**src/rtl/dma_pkg.sv**
```systemverilog
// Shared FSM state type, AXI encodings and width macros for the DMA copy engine.
// Optional feature macro used by this slice: DMA_CHECKSUM_EN (adds checksum_o).
`ifndef ADDR_WIDTH
`define ADDR_WIDTH 32
`endif
`ifndef ID_BITS
`define ID_BITS 4
`endif
`ifndef LEN_BITS
`define LEN_BITS 8
`endif
`ifndef SIZE_BITS
`define SIZE_BITS 3
`endif

package dma_pkg;

  typedef enum logic [2:0] {
    S_IDLE,
    S_RD_ADDR,
    S_RD_DATA,
    S_WR_ADDR,
    S_WR_DATA,
    S_WR_RESP,
    S_FIN
  } dma_state_e;

  localparam logic [1:0] AXI_BURST_INCR = 2'b01;
  localparam logic [2:0] AXI_SIZE_4B    = 3'd2;
  localparam logic [1:0] AXI_RESP_OKAY  = 2'b00;

  // Whole words left before the next 4 KB page, given the word offset inside the page.
  function automatic logic [15:0] words_to_4k(input logic [9:0] word_off);
    return 16'd1024 - {6'b0, word_off};
  endfunction

endpackage

```
**src/rtl/dma_burst_buf.sv**
```systemverilog
// Single-burst word buffer: R beats are pushed in order, W beats pop them in the same order.
module dma_burst_buf #(
  parameter int DEPTH = 16
) (
  input  logic                       clk_i,
  input  logic                       rst_ni,
  input  logic                       clear_i,
  input  logic                       push_i,
  input  logic [31:0]                wdata_i,
  input  logic                       pop_i,
  output logic [31:0]                rdata_o,
  output logic [$clog2(DEPTH+1)-1:0] count_o
);

  localparam int PW = (DEPTH > 1) ? $clog2(DEPTH) : 1;
  localparam int CW = $clog2(DEPTH + 1);

  logic [31:0]   mem_q [DEPTH];
  logic [PW-1:0] wr_ptr_q, rd_ptr_q;
  logic [CW-1:0] count_q;
  logic          do_push, do_pop;

  // Overflowing pushes and underflowing pops are dropped so a misbehaving slave cannot corrupt state.
  assign do_push = push_i && !clear_i && (count_q != CW'(DEPTH));
  assign do_pop  = pop_i && !clear_i && (count_q != '0);

  function automatic logic [PW-1:0] next_ptr(input logic [PW-1:0] p);
    return (p == PW'(DEPTH - 1)) ? '0 : p + 1'b1;
  endfunction

  always_ff @(posedge clk_i) begin
    if (!rst_ni) begin
      wr_ptr_q <= '0;
      rd_ptr_q <= '0;
      count_q  <= '0;
    end else if (clear_i) begin
      wr_ptr_q <= '0;
      rd_ptr_q <= '0;
      count_q  <= '0;
    end else begin
      if (do_push) wr_ptr_q <= next_ptr(wr_ptr_q);
      if (do_pop)  rd_ptr_q <= next_ptr(rd_ptr_q);
      if (do_push && !do_pop)      count_q <= count_q + 1'b1;
      else if (do_pop && !do_push) count_q <= count_q - 1'b1;
    end
  end

  always_ff @(posedge clk_i) begin
    if (do_push) mem_q[wr_ptr_q] <= wdata_i;
  end

  assign rdata_o = mem_q[rd_ptr_q];
  assign count_o = count_q;

endmodule

```
**src/rtl/axi_dma_copy.sv**
```systemverilog
// AXI memory-to-memory copy engine: read burst into a buffer, write it back, repeat per chunk.
// Define DMA_CHECKSUM_EN to add checksum_o (XOR of every word written in the current copy).
module axi_dma_copy
  import dma_pkg::*;
#(
  parameter int BURST_MAX = 16,
  parameter int DMA_ID    = 0
) (
  input  logic                   clk_i,
  input  logic                   rst_ni,
  input  logic                   start_i,
  input  logic [`ADDR_WIDTH-1:0] src_addr_i,
  input  logic [`ADDR_WIDTH-1:0] dst_addr_i,
  input  logic [15:0]            len_i,
  output logic                   busy_o,
  output logic                   done_o,
  output logic                   err_o,
  output logic [`ID_BITS-1:0]    awid,
  output logic [`ADDR_WIDTH-1:0] awaddr,
  output logic [`LEN_BITS-1:0]   awlen,
  output logic [`SIZE_BITS-1:0]  awsize,
  output logic [1:0]             awburst,
  output logic                   awvalid,
  input  logic                   awready,
  output logic [31:0]            wdata,
  output logic [3:0]             wstrb,
  output logic                   wvalid,
  output logic                   wlast,
  input  logic                   wready,
  input  logic [`ID_BITS-1:0]    bid,
  input  logic [1:0]             bresp,
  input  logic                   bvalid,
  output logic                   bready,
  output logic [`ID_BITS-1:0]    arid,
  output logic [`ADDR_WIDTH-1:0] araddr,
  output logic [`LEN_BITS-1:0]   arlen,
  output logic [`SIZE_BITS-1:0]  arsize,
  output logic [1:0]             arburst,
  output logic                   arvalid,
  input  logic                   arready,
  input  logic [`ID_BITS-1:0]    rid,
  input  logic [31:0]            rdata,
  input  logic [1:0]             rresp,
  input  logic                   rvalid,
  input  logic                   rlast,
  output logic                   rready
`ifdef DMA_CHECKSUM_EN
  ,
  output logic [31:0]            checksum_o
`endif
);

  localparam int AW = `ADDR_WIDTH;
  localparam int CW = $clog2(BURST_MAX + 1);

  dma_state_e    state_q, state_d;
  logic [AW-1:0] src_q, src_d, dst_q, dst_d;
  logic [15:0]   rem_q, rem_d, beats_q, beats_d, rcnt_q, rcnt_d, wcnt_q, wcnt_d;
  logic          err_q, err_d, err_next, done_q;
  logic [15:0]   beats_c;
  logic          buf_clear, buf_push, buf_pop;
  logic [31:0]   buf_rdata;
  logic [CW-1:0] buf_count;
  logic          unused_ok;

  assign unused_ok = ^{bid, rid, src_addr_i[1:0], dst_addr_i[1:0]};

  // Chunk size is the smallest of what is left, the burst cap and the room before either 4 KB page ends.
  always_comb begin
    beats_c = rem_q;
    if (beats_c > 16'(BURST_MAX))             beats_c = 16'(BURST_MAX);
    if (beats_c > words_to_4k(src_q[11:2]))   beats_c = words_to_4k(src_q[11:2]);
    if (beats_c > words_to_4k(dst_q[11:2]))   beats_c = words_to_4k(dst_q[11:2]);
  end

  always_comb begin
    state_d   = state_q;
    src_d     = src_q;
    dst_d     = dst_q;
    rem_d     = rem_q;
    beats_d   = beats_q;
    rcnt_d    = rcnt_q;
    wcnt_d    = wcnt_q;
    err_d     = err_q;
    err_next  = err_q;
    buf_clear = 1'b0;
    buf_push  = 1'b0;
    buf_pop   = 1'b0;
    unique case (state_q)
      S_IDLE: if (start_i) begin
        src_d   = {src_addr_i[AW-1:2], 2'b00};
        dst_d   = {dst_addr_i[AW-1:2], 2'b00};
        rem_d   = len_i;
        err_d   = 1'b0;
        state_d = (len_i == 16'd0) ? S_FIN : S_RD_ADDR;
      end
      S_RD_ADDR: if (arready) begin
        beats_d   = beats_c;
        rcnt_d    = '0;
        buf_clear = 1'b1;
        state_d   = S_RD_DATA;
      end
      S_RD_DATA: if (rvalid) begin
        rcnt_d   = rcnt_q + 16'd1;
        buf_push = (16'(buf_count) < beats_q);
        if (rresp != AXI_RESP_OKAY) err_d = 1'b1;
        // Beats past the expected count are drained until the slave finally raises rlast.
        if (rlast) begin
          if (rcnt_q < beats_q - 16'd1) err_d = 1'b1;
          wcnt_d  = '0;
          state_d = S_WR_ADDR;
        end else if (rcnt_q == beats_q - 16'd1) begin
          err_d = 1'b1;
        end
      end
      S_WR_ADDR: if (awready) state_d = S_WR_DATA;
      S_WR_DATA: if (wready) begin
        buf_pop = 1'b1;
        wcnt_d  = wcnt_q + 16'd1;
        if (wcnt_q == beats_q - 16'd1) state_d = S_WR_RESP;
      end
      S_WR_RESP: if (bvalid) begin
        err_next = err_q | (bresp != AXI_RESP_OKAY);
        err_d    = err_next;
        src_d    = src_q + AW'({beats_q, 2'b00});
        dst_d    = dst_q + AW'({beats_q, 2'b00});
        rem_d    = rem_q - beats_q;
        state_d  = (err_next || rem_d == 16'd0) ? S_FIN : S_RD_ADDR;
      end
      S_FIN:   state_d = S_IDLE;
      default: state_d = S_IDLE;
    endcase
  end

  always_ff @(posedge clk_i) begin
    if (!rst_ni) begin
      state_q <= S_IDLE;
      src_q   <= '0;
      dst_q   <= '0;
      rem_q   <= '0;
      beats_q <= '0;
      rcnt_q  <= '0;
      wcnt_q  <= '0;
      err_q   <= 1'b0;
      done_q  <= 1'b0;
    end else begin
      state_q <= state_d;
      src_q   <= src_d;
      dst_q   <= dst_d;
      rem_q   <= rem_d;
      beats_q <= beats_d;
      rcnt_q  <= rcnt_d;
      wcnt_q  <= wcnt_d;
      err_q   <= err_d;
      done_q  <= (state_q == S_FIN);
    end
  end

  dma_burst_buf #(.DEPTH(BURST_MAX)) u_buf (
    .clk_i   (clk_i),
    .rst_ni  (rst_ni),
    .clear_i (buf_clear),
    .push_i  (buf_push),
    .wdata_i (rdata),
    .pop_i   (buf_pop),
    .rdata_o (buf_rdata),
    .count_o (buf_count)
  );

  assign busy_o  = (state_q != S_IDLE);
  assign done_o  = done_q;
  assign err_o   = err_q;

  assign arid    = `ID_BITS'(DMA_ID);
  assign araddr  = src_q;
  assign arlen   = `LEN_BITS'(beats_c - 16'd1);
  assign arsize  = AXI_SIZE_4B;
  assign arburst = AXI_BURST_INCR;
  assign arvalid = (state_q == S_RD_ADDR);
  assign rready  = (state_q == S_RD_DATA);

  assign awid    = `ID_BITS'(DMA_ID);
  assign awaddr  = dst_q;
  assign awlen   = `LEN_BITS'(beats_q - 16'd1);
  assign awsize  = AXI_SIZE_4B;
  assign awburst = AXI_BURST_INCR;
  assign awvalid = (state_q == S_WR_ADDR);
  assign wdata   = buf_rdata;
  assign wstrb   = 4'hF;
  assign wvalid  = (state_q == S_WR_DATA);
  assign wlast   = wvalid && (wcnt_q == beats_q - 16'd1);
  assign bready  = (state_q == S_WR_RESP);

`ifdef DMA_CHECKSUM_EN
  logic [31:0] csum_q;

  always_ff @(posedge clk_i) begin
    if (!rst_ni) begin
      csum_q <= '0;
    end else if (state_q == S_IDLE && start_i) begin
      csum_q <= '0;
    end else if (wvalid && wready) begin
      csum_q <= csum_q ^ wdata;
    end
  end

  assign checksum_o = csum_q;
`endif

endmodule

```
**config.mk**
```make
export PLATFORM = sky130hd
export DESIGN_NAME = axi_dma_copy
export DESIGN_NICKNAME = d
export VERILOG_FILES = /design/src/rtl/dma_pkg.sv /design/src/rtl/dma_burst_buf.sv /design/src/rtl/axi_dma_copy.sv
export SDC_FILE = /design/constraint.sdc
export NUM_CORES = 1
export LEC_CHECK = 0
export CAP_MARGIN = 20
export CORE_MARGIN = 4
export CORE_UTILIZATION = 53
export DETAILED_ROUTE_END_ITERATION = 7
export MAX_ROUTING_LAYER = met4
export PLACE_DENSITY = 0.77
export SKIP_LAST_GASP = 1
export SYNTH_ARGS = -nofsm -noshare
export SYNTH_HDL_FRONTEND = slang
export SYNTH_SLANG_ARGS = --single-unit
```
**constraint.sdc**
```tcl
create_clock -name clk_i -period 5.8 [get_ports clk_i]
set_input_delay 1.16 -clock clk_i [delete_from_list [all_inputs] [get_ports clk_i]]
set_output_delay 1.16 -clock clk_i [all_outputs]
set_load 0.05 [all_outputs]
```
==> flow_metrics.tcl <==
set metrics [dict create \
    drt_iter0_drc 2040 \
    grt_max_degree 75 \
    final_cells 3408 \
    start_kind "flop" \
    place_congestion 0.9290 \
    syn_area_mm2 0.03088 \
    post-dp-hpwl_um 53150 \
    final_cell_mix "512 x edfxtp_1, 228 x clkdlybuf4s50_1, 174 x nor2_1" \
    cp.arrival_ps 5170 \
    violations "negative setup slack" \
    syn2layout_area_growth_pct 21.50 \
    wirelength_um 84850 \
    slew_violations 0 \
    fp.dieH_um 249.4 \
    critPathLaunch "araddr[4]" \
    synth.distinct_cells 75 \
    hold_class "flop to flop" \
    vias 21320 \
    dp.cells 3258 \
    grt.overflow.total 0 \
    first_pass_iters 6 \
    port_buffers 237 \
    status "finished, violations left" \
    nets 2827 \
    reg2reg_depth 24 \
    ios 276 \
    min_to "rcnt_q[1]" \
    ys.flop_type "edfxtp_1" \
    drcViolationCount 0 \
    slew_headroom_pct 42.99 \
    synth_edf_count 512 \
    leakagePower_nw 12.82 \
    die-area_mm2 0.06219 \
    fin_crit_sh_pct 109.2 \
    drt-vias-per-instance 6.255 \
    setup_violations 8 \
    avgSynthCellArea_um2 13.61 \
    antenna_left 0 \
    min_path_cells 2 \
    final_common_cell "edfxtp_1" \
    start_util_pct 53.52 \
    row_count 88 \
    dr.max_layer_used "met4" \
    r2r-end "beats_q[7]" \
    rrSetupSlack_ps 1210 \
    cts_buffers 69 \
    min_period_ps 6332 \
    cts_root_buffer "clkbuf_16" \
    p_total_mw 15.80 \
    grt_pass1_wl_um 130100 \
    wl_met3_um 6491 \
    min_from "rcnt_q[1]" \
    wl_per_cell_um 24.90 \
    grt_usage_pct 27.83 \
    die_w_um 249.4 \
    synth-seq-cells 658 \
    hold_viol_final 0 \
    power_density_mw_per_mm2 421.2 \
    crit_required_ps 4640 \
    drive_gt1_share_pct 18.68 \
    crit_fanout 6 \
    peakVddDrop_mv 0.6344 \
    maxCapViolations 0 \
    yosys_warnings 0 \
    timing.final.ws_setup_ps -532.1 \
    grt_pass1_vias 21670 \
    clock_latency_ps 620 \
    htree_levels 3 \
    drt-met1-wl_um 31660 \
    yosysSeqAreaShare_pct 59.26 \
    syn_inst 2268 \
    clk_path_buf_depth 3 \
    critPathCaptureType "primary output" \
    synthArstFlopShare_pct 0 \
    max_freq_ghz 0.1579 \
    cts_hold_buf 0 \
    grt_setup_unrepaired "true" \
    setup_tns_ps -3427 \
    core_mm2 0.05770 \
    clkTransAtPathRegs_ps 60 \
    clock-sinks 658 \
    skew_ps 25.78 \
    cts_tree "built" \
    r2r-start "araddr[4]" \
    worst_slew_pin_slew_ps 855.2 \
    met2_wirelength_um 42960 \
    antenna_found_initial 4 \
    path_class "flop to primary output" \
]
## critical path, stage by stage (launching register included)
cell       delay (ps)
dfxtp_4           350
nor4_4            330
nand2_2           120
buf_6             140
nor2_4             90
xor2_2             90
ha_1              320
buf_6             130
nand2_2            60
o211ai_1           90
o21ai_2           220
buf_6             150
buf_12            110
mux2i_4           250
ha_4              240
a21oi_2           140
o21ai_2            90
a2111oi_4         430
nor2_4            120
mux2_4            370
ha_4              200
buf_6             120
nand3_4            70
xor2_4            180
buf_12            150
## cell type report
class	count	area, um^2
fill	4046	20180
clock buffer	77	1778
antenna	4	10.01
multi-input combinational	1440	12330
tap	765	957.2
clock inverter	47	483.0
timing repair buffer	348	3371
sequential	658	18330
inverter	69	259.0
## state kept, by name, indices dropped and copies added, names as in the netlist, 5 cells and up, named ones only
register and flops:
araddr 30, awaddr 30, beats_q 16, rcnt_q 16
rem_q 16, u_buf.count_o 5, u_buf.mem_q 512, wcnt_q 16
## power by group
group / switching, mW / total [mW] / internal, mW
registers: 0.254 / 5.50 / 5.24
clock network: 1.88 / 4.43 / 2.55
logic: 3.32 / 5.88 / 2.55
## per-stage QoR
step	hold slack, ps	util (%)	instance area [um^2]	setup slack [ps]
after CTS	511.2	64.58	37260	-604.6
after detailed placement	503.1	60.32	34800	-178.2
after floorplan	449.4	-	31230	5.844
after global placement	482.4	60.32	34800	-116.9
final	519.0	65.03	37520	-532.1
after global routing	544.6	65.03	37520	-807.9
## repair_timing
item	in CTS	in global routing
endpoints found under the hold margin	0	0
setup endpoints to repair	9	9
setup buffers	9	12
gates resized for setup	29	34
gates cloned	0	0
pin swaps	21	21
## worst max-delay path by stage
stage                     to  slack, ps  cells past startpoint
finish              arlen[4]       -530                     24
global route        arlen[7]       -810                     24
CTS                 arlen[7]       -600                     25
detailed placement  arlen[6]       -180                     24
global placement    arlen[6]       -120                     23
floorplan           arlen[6]          6                     23
## routing by layer
layer,vias up,GRT usage [%]
met4,0,10.25
li1,9356,-
met5,-,-
met1,10620,35.08
met3,205,4.742
met2,1139,45.91
## cell families (layout without fill, tap and decap cells)
| family | count (synthesis) | count (layout) | share of synthesized area [%] |
|---|---|---|---|
| AO/OA/AOI/OAI | 401 | 401 | 8.368 |
| AND/OR/NAND/NOR | 601 | 601 | 9.134 |
| XOR/XNOR | 112 | 112 | 3.177 |
| other | 2 | 36 | 0.02432 |
| flip-flops | 658 | 658 | 59.26 |
| adder cells (fa/ha/maj) | 108 | 108 | 4.474 |
| buffers and inverters | 200 | 541 | 3.011 |
| multiplexers | 186 | 186 | 12.55 |
## cell usage after synthesis, types with 16 or more instances
cell type,count,area (um^2)
clkbuf_1,72,270.3
mux4_2,160,3603
o211ai_1,16,120.1
inv_1,68,255.2
nor2_1,192,720.7
xor2_1,56,490.5
buf_1,21,78.83
nor3_1,53,265.3
xnor2_1,56,490.5
ha_1,104,1301
buf_4,27,202.7
nand3_1,51,255.2
nand2_1,160,600.6
nor4_1,21,131.4
dfxtp_1,146,2923
a31oi_1,20,125.1
edfxtp_1,512,15370
and3_1,22,137.6
o21ai_0,79,395.4
a211oi_1,36,270.3
o21a_1,20,150.1
a21o_1,18,135.1
nand4_1,22,137.6
a21oi_1,117,585.6
mux2i_1,16,160.2
Power figures use the tool's default switching activity.
